==> config.mk <==
export PLATFORM = sky130hd
export DESIGN_NAME = store_byte_merge
export DESIGN_NICKNAME = d
export VERILOG_FILES = /design/src/rtl/store_pkg.sv /design/src/rtl/byte_lane_merge.sv /design/src/rtl/store_byte_merge.sv
export SDC_FILE = /design/constraint.sdc
export NUM_CORES = 1
export LEC_CHECK = 0
export CAP_MARGIN = 10
export CORE_UTILIZATION = 42
export DETAILED_ROUTE_END_ITERATION = 10
export PLACE_DENSITY_LB_ADDON = 0.05
export SYNTH_ARGS = -nofsm -noshare
export SYNTH_HDL_FRONTEND = slang
export SYNTH_HIERARCHICAL = 1
export SYNTH_SLANG_ARGS = --single-unit
export TNS_END_PERCENT = 10
==> constraint.sdc <==
create_clock -name Clk -period 2.5 [get_ports Clk]
set_input_delay 0.5 -clock Clk [delete_from_list [all_inputs] [get_ports Clk]]
set_output_delay 0.5 -clock Clk [all_outputs]
set_load 0.02 [all_outputs]
==> src/rtl/store_pkg.sv <==
// Shared encodings and lane helpers for the store byte-merge path.
// Latency: none (types and pure functions only).
// Backpressure: not applicable.
package store_pkg;

   typedef enum logic [1:0] {
      SZ_BYTE = 2'b00,
      SZ_HALF = 2'b01,
      SZ_WORD = 2'b10,
      SZ_ILL  = 2'b11
   } size_e;

   typedef enum logic [2:0] {
      S_IDLE    = 3'd0,
      S_RD_REQ  = 3'd1,
      S_RD_WAIT = 3'd2,
      S_WRITE   = 3'd3,
      S_DONE    = 3'd4
   } state_e;

   // Byte lanes touched by a store of this size at this byte offset (little-endian).
   function automatic logic [3:0] lane_mask(input logic [1:0] size, input logic [1:0] addr);
      logic [3:0] m;
      m = 4'b0000;
      case (size)
         SZ_BYTE: m = 4'b0001 << addr;
         SZ_HALF: m = addr[1] ? 4'b1100 : 4'b0011;
         SZ_WORD: m = 4'b1111;
         default: m = 4'b0000;
      endcase
      return m;
   endfunction

   // Right-justified store data copied into every lane it could occupy.
   function automatic logic [31:0] replicate(input logic [1:0] size, input logic [31:0] data);
      logic [31:0] r;
      case (size)
         SZ_BYTE: r = {4{data[7:0]}};
         SZ_HALF: r = {2{data[15:0]}};
         default: r = data;
      endcase
      return r;
   endfunction

   // Natural alignment check; the reserved size encoding is never legal.
   function automatic logic aligned(input logic [1:0] size, input logic [1:0] addr);
      logic ok;
      case (size)
         SZ_BYTE: ok = 1'b1;
         SZ_HALF: ok = ~addr[0];
         SZ_WORD: ok = (addr == 2'b00);
         default: ok = 1'b0;
      endcase
      return ok;
   endfunction

endpackage

==> src/rtl/byte_lane_merge.sv <==
// Inserts a byte/halfword/word into its little-endian lanes of an old word.
// Latency: combinational.
// Backpressure: none; pure function of its inputs.
module byte_lane_merge
   import store_pkg::*;
(
   input  logic [31:0] old_word,
   input  logic [31:0] data,
   input  logic [1:0]  size,
   input  logic [1:0]  addr,
   output logic [31:0] merged
);

   logic [3:0]  mask;
   logic [31:0] rep;

   // Per lane, take the replicated store byte where the mask selects it, else keep the old byte.
   always_comb begin
      mask   = lane_mask(size, addr);
      rep    = replicate(size, data);
      merged = old_word;
      for (int k = 0; k < 4; k++) begin
         if (mask[k]) merged[8*k +: 8] = rep[8*k +: 8];
      end
   end

endmodule

==> src/rtl/store_byte_merge.sv <==
// SB/SH/SW into word memory: read-modify-write for narrow stores, direct write for words.
// Latency: SW write at +1, done at +2; SB/SH write one cycle after read valid, done one after.
// Backpressure: Busy stalls the pipeline; read latency unbounded. Option macro STORE_BYTE_ENABLE_EN adds MemByteEn.
module store_byte_merge
   import store_pkg::*;
#(
   parameter int ADDR_W = 32,
   parameter int MEM_AW = 30
) (
   input  logic              Clk,
   input  logic              Reset_n,
   input  logic              Start,
   input  logic [ADDR_W-1:0] Addr,
   input  logic [31:0]       WrData,
   input  logic [1:0]        Size,
   output logic              Busy,
   output logic              Done,
   output logic              AlignErr,
   output logic [MEM_AW-1:0] MemAddr,
   output logic              MemRdEn,
   input  logic [31:0]       MemRdData,
   input  logic              MemRdValid,
   output logic              MemWrEn,
   output logic [31:0]       MemWrData
`ifdef STORE_BYTE_ENABLE_EN
   ,
   output logic [3:0]        MemByteEn
`endif
);

   state_e state, state_nxt;
   logic   legal;
   logic   accept;
   logic   reject;

   assign legal = aligned(Size, Addr[1:0]);

   // State register; reset mid-store drops the operation before any write.
   always_ff @(posedge Clk or negedge Reset_n) begin
      if (!Reset_n) state <= S_IDLE;
      else          state <= state_nxt;
   end

   // Next state and state-decoded strobes; Start is only looked at in IDLE.
   always_comb begin
      state_nxt = state;
      accept    = 1'b0;
      reject    = 1'b0;
      Busy      = (state != S_IDLE);
      MemRdEn   = (state == S_RD_REQ);
      MemWrEn   = (state == S_WRITE);
      Done      = (state == S_DONE);
      case (state)
         S_IDLE: begin
            if (Start) begin
               if (legal) begin
                  accept = 1'b1;
`ifdef STORE_BYTE_ENABLE_EN
                  state_nxt = S_WRITE;
`else
                  state_nxt = (Size == SZ_WORD) ? S_WRITE : S_RD_REQ;
`endif
               end else begin
                  reject = 1'b1;
               end
            end
         end
         S_RD_REQ:  state_nxt = S_RD_WAIT;
         S_RD_WAIT: if (MemRdValid) state_nxt = S_WRITE;
         S_WRITE:   state_nxt = S_DONE;
         S_DONE:    state_nxt = S_IDLE;
         default:   state_nxt = S_IDLE;
      endcase
   end

`ifdef STORE_BYTE_ENABLE_EN
   // Byte-enable memory: everything is known at accept time, no read needed.
   always_ff @(posedge Clk or negedge Reset_n) begin
      if (!Reset_n) begin
         AlignErr  <= 1'b0;
         MemAddr   <= '0;
         MemWrData <= '0;
         MemByteEn <= '0;
      end else begin
         AlignErr <= reject;
         if (accept) begin
            MemAddr   <= Addr[ADDR_W-1:2];
            MemWrData <= replicate(Size, WrData);
            MemByteEn <= lane_mask(Size, Addr[1:0]);
         end
      end
   end
`else
   logic [31:0] cap_data;
   logic [1:0]  cap_size;
   logic [1:0]  cap_lane;
   logic [31:0] merged;

   byte_lane_merge u_merge (
      .old_word (MemRdData),
      .data     (cap_data),
      .size     (cap_size),
      .addr     (cap_lane),
      .merged   (merged)
   );

   // Capture the request at accept; the merged word lands when the read returns.
   always_ff @(posedge Clk or negedge Reset_n) begin
      if (!Reset_n) begin
         AlignErr  <= 1'b0;
         MemAddr   <= '0;
         MemWrData <= '0;
         cap_data  <= '0;
         cap_size  <= '0;
         cap_lane  <= '0;
      end else begin
         AlignErr <= reject;
         if (accept) begin
            MemAddr   <= Addr[ADDR_W-1:2];
            MemWrData <= WrData;
            cap_data  <= WrData;
            cap_size  <= Size;
            cap_lane  <= Addr[1:0];
         end
         if (state == S_RD_WAIT && MemRdValid) MemWrData <= merged;
      end
   end
`endif

endmodule

==> impl_metrics.ini <==
[synthesis]
synth_edf_count = 0
synth_xor_area_share_pct = 0
synthAdderAreaFrac_pct = 0
yosys_warnings = 6
ys_seq_area_share_pct = 50.8
netlist_instances = 455
synth_ff_type = dfrtp_1
yosys.area_share.simple_pct = 8.62
synth-compound-area-share_pct = 16.3
avgSynthCellArea_um2 = 11.0
async_flop_share_pct = 100
yosysUniqueCellTypes = 33
synth_fp_nets = 557
syn_area_mm2 = 0.00502
muxShareOfSynthArea_pct = 18.2
synth_top_family_by_area = multiplexers
synth_seq_cells = 102

[sta]
setup_violations = 0
clock.fmax_mhz = 437
period_needed_ps = 2290
timing.final.crit_share_pct = 91.6
fin_hold_ws_ps = 60.5
rsz0062_at_grt = no
hold_viol = 0
skew_ps = 6.20
maxSlewHeadroom_pct = 56.5
layout_setup_ws_ps = 211
worst_pin_slew_ps = 651
drv_slew = 0
fin_setup_tns_ps = 0

[clock_network]
cts_tree = yes
clock_latency_ps = 340
clockRootBuffer = clkbuf_16
clockBufferDepth = 2
postCtsSetupBuffers = 0
h-tree-depth = 3
clkSinkCount = 102
cts_hold_buffers = 0
clk_pin_slew_ps = 70
ctsResizeCount = 0
cts_buffers = 9

[setup_path]
worstPathArrival_ps = 1790
critical_path_class = reg -> out
crit_chain = or3_1, clkdlybuf4s50_1
slowest_stage = clkdlybuf4s50_1
cp.required_ps = 2000
rrSetupSlack_ps = 520
slowest_delay_ps = 540
worstRegToRegCells = 5
cp_max_fo = 9
endpoint_kind = output port
start_kind = flip-flop
r2r-start = cap_size[1]
rr_endpoint = MemWrData[18]

[flow_run]
drv_cap = 0

[global_route]
antenna_found_initial = 0
grt_max_degree = 80
overflow = 0
grt_pass1_wl_um = 23000
grt_use_total_pct = 23.6
grt_pass1_vias = 4471

[power_and_ir_drop]
clock_power_share_pct = 14.6
p_sw_mw = 3.58
seqPwrFrac_pct = 33.5
p_comb_share_pct = 51.9
cellPowerDensity_mw_per_mm2 = 1290
vdd_ir_drop_max_mv = 0.685
static-leakage-power_nw = 2.96
intPower_mw = 5.68
sw_frac_of_total_pct = 38.6

[placement]
place_congestion = 0.782
dpl_cell_area_mm2 = 0.00690
numPortBuffers = 168
hpwl_um = 9770
preCtsSetupSlack_ps = 216

[detailed_routing]
ant_nets = 0
routed_wl_um = 14200
vias = 4146
drc = 16
firstDrtPassIters = 7
wl_per_cell_um = 18.6
vias_per_cell = 5.44
drt_iter0_drc = 295

[run_status]
outcome = finished with violations
violations = DRC

[final_layout]
post-route-util_pct = 62.4
fin_nets = 717
fin_area_mm2 = 0.00718
area_growth_pct = 43.1
nFillCells = 1001
layout-drive-gt1-share_pct = 18.6
diodes = 0

[floorplan]
ios = 169
fp.dieH_um = 111
row_count = 39
core_region_area_mm2 = 0.0115
dieArea_mm2 = 0.0124
start_util_pct = 43.6
fp.dieW_um = 111

[min_path]
hp-class = in -> async
-- kinds of logic (layout without fill, tap and decap cells) --
group,count (synthesis),count (layout)
compound gates,113,113
buf+inv,66,230
flops,102,102
mux,82,82
simple gates,92,92
-- per-layer routing --
layer | up-vias | GRT usage, % | part of all wire [%]
met3 | 14 | 7.33 | 7.8
met2 | 147 | 38.8 | 48
met1 | 2040 | 30.2 | 43
met5 | - | 0 | 0
met4 | 0 | 6.85 | 1.2
li1 | 1945 | - | -
-- registers in the layout, indices dropped and copies added, names as in the netlist --
signal / cells
MemWrData: 32
cap_data: 32
MemAddr: 30
state: 3
cap_lane: 2
cap_size: 2
AlignErr: 1
-- how the worst max path moves through the flow --
stage               startpoint             to  slack [ps]  cells past startpoint
finish                state[2]           Busy         210                      2
global route          state[2]           Done         120                      2
global placement       Size[0]   MemWrData[4]         300                      6
CTS                   state[2]           Busy         190                      2
floorplan              Size[0]    MemAddr[10]         660                      4
detailed placement     Size[0]  MemWrData[12]         220                      6
-- power groups by stage --
stage               Sequential [mW]  Clock [mW]  Combinational [mW]
floorplan                      3.53           0                2.44
global placement               3.09           0                4.72
detailed placement             3.13           0                4.80
CTS                            3.11        1.38                4.84
global route                   3.22        1.45                5.15
finish                         3.10        1.35                4.81
-- per-stage QoR --
step | std cells | total power, mW
floorplan | 455 | 5.97
global placement | 747 | 7.81
detailed placement | 747 | 7.93
CTS | 762 | 9.33
global route | 762 | 9.83
finish | 762 | 9.26
-- synth_stat cells (7+ instances only) --
library cell	number	share of area (%)
clkbuf_1	17	1.3
o21ai_0	25	2.5
a221o_1	8	1.6
o21ai_1	8	0.80
dfrtp_1	102	51
inv_1	32	2.4
nand2_1	66	4.9
mux2i_1	8	1.6
buf_2	7	0.70
o211ai_1	64	9.6
mux2_2	73	16
nor3_1	9	0.90
-- placed cells by master (no fill, tap or decap), types with 2 or more instances in the layout --
cell / instances
nor3_1: 8
clkinv_2: 2
clkbuf_16: 9
buf_12: 4
o21ai_0: 25
a221o_1: 8
mux2_2: 73
inv_1: 32
nor3b_1: 3
o211ai_1: 64
nor2_2: 2
nor2_1: 3
mux2i_1: 8
dfrtp_1: 102
o21ai_1: 8
clkdlybuf4s50_1: 167
buf_4: 12
nor2b_1: 2
nand2_1: 66
clkbuf_8: 3
o31ai_4: 2
-- worst max-delay path, delay by kind of cell, from the launching register on --
family	cells	cell delay, ps
buffers and inverters	1	540
DFF	1	500
and+or+nand+nor	1	410
-- area by class of cell --
type                       instances  area (um^2)  area share [%]
timing repair buffer             183         1840            25.6
inverter                          32          120            1.67
multi-input combinational        287         2200            30.7
clock buffer                      12          267            3.71
sequential                       102         2550            35.5
tap                              143          179            2.49
clock inverter                     3         18.8           0.261
Note: power is estimated with default switching activity, not from simulation.
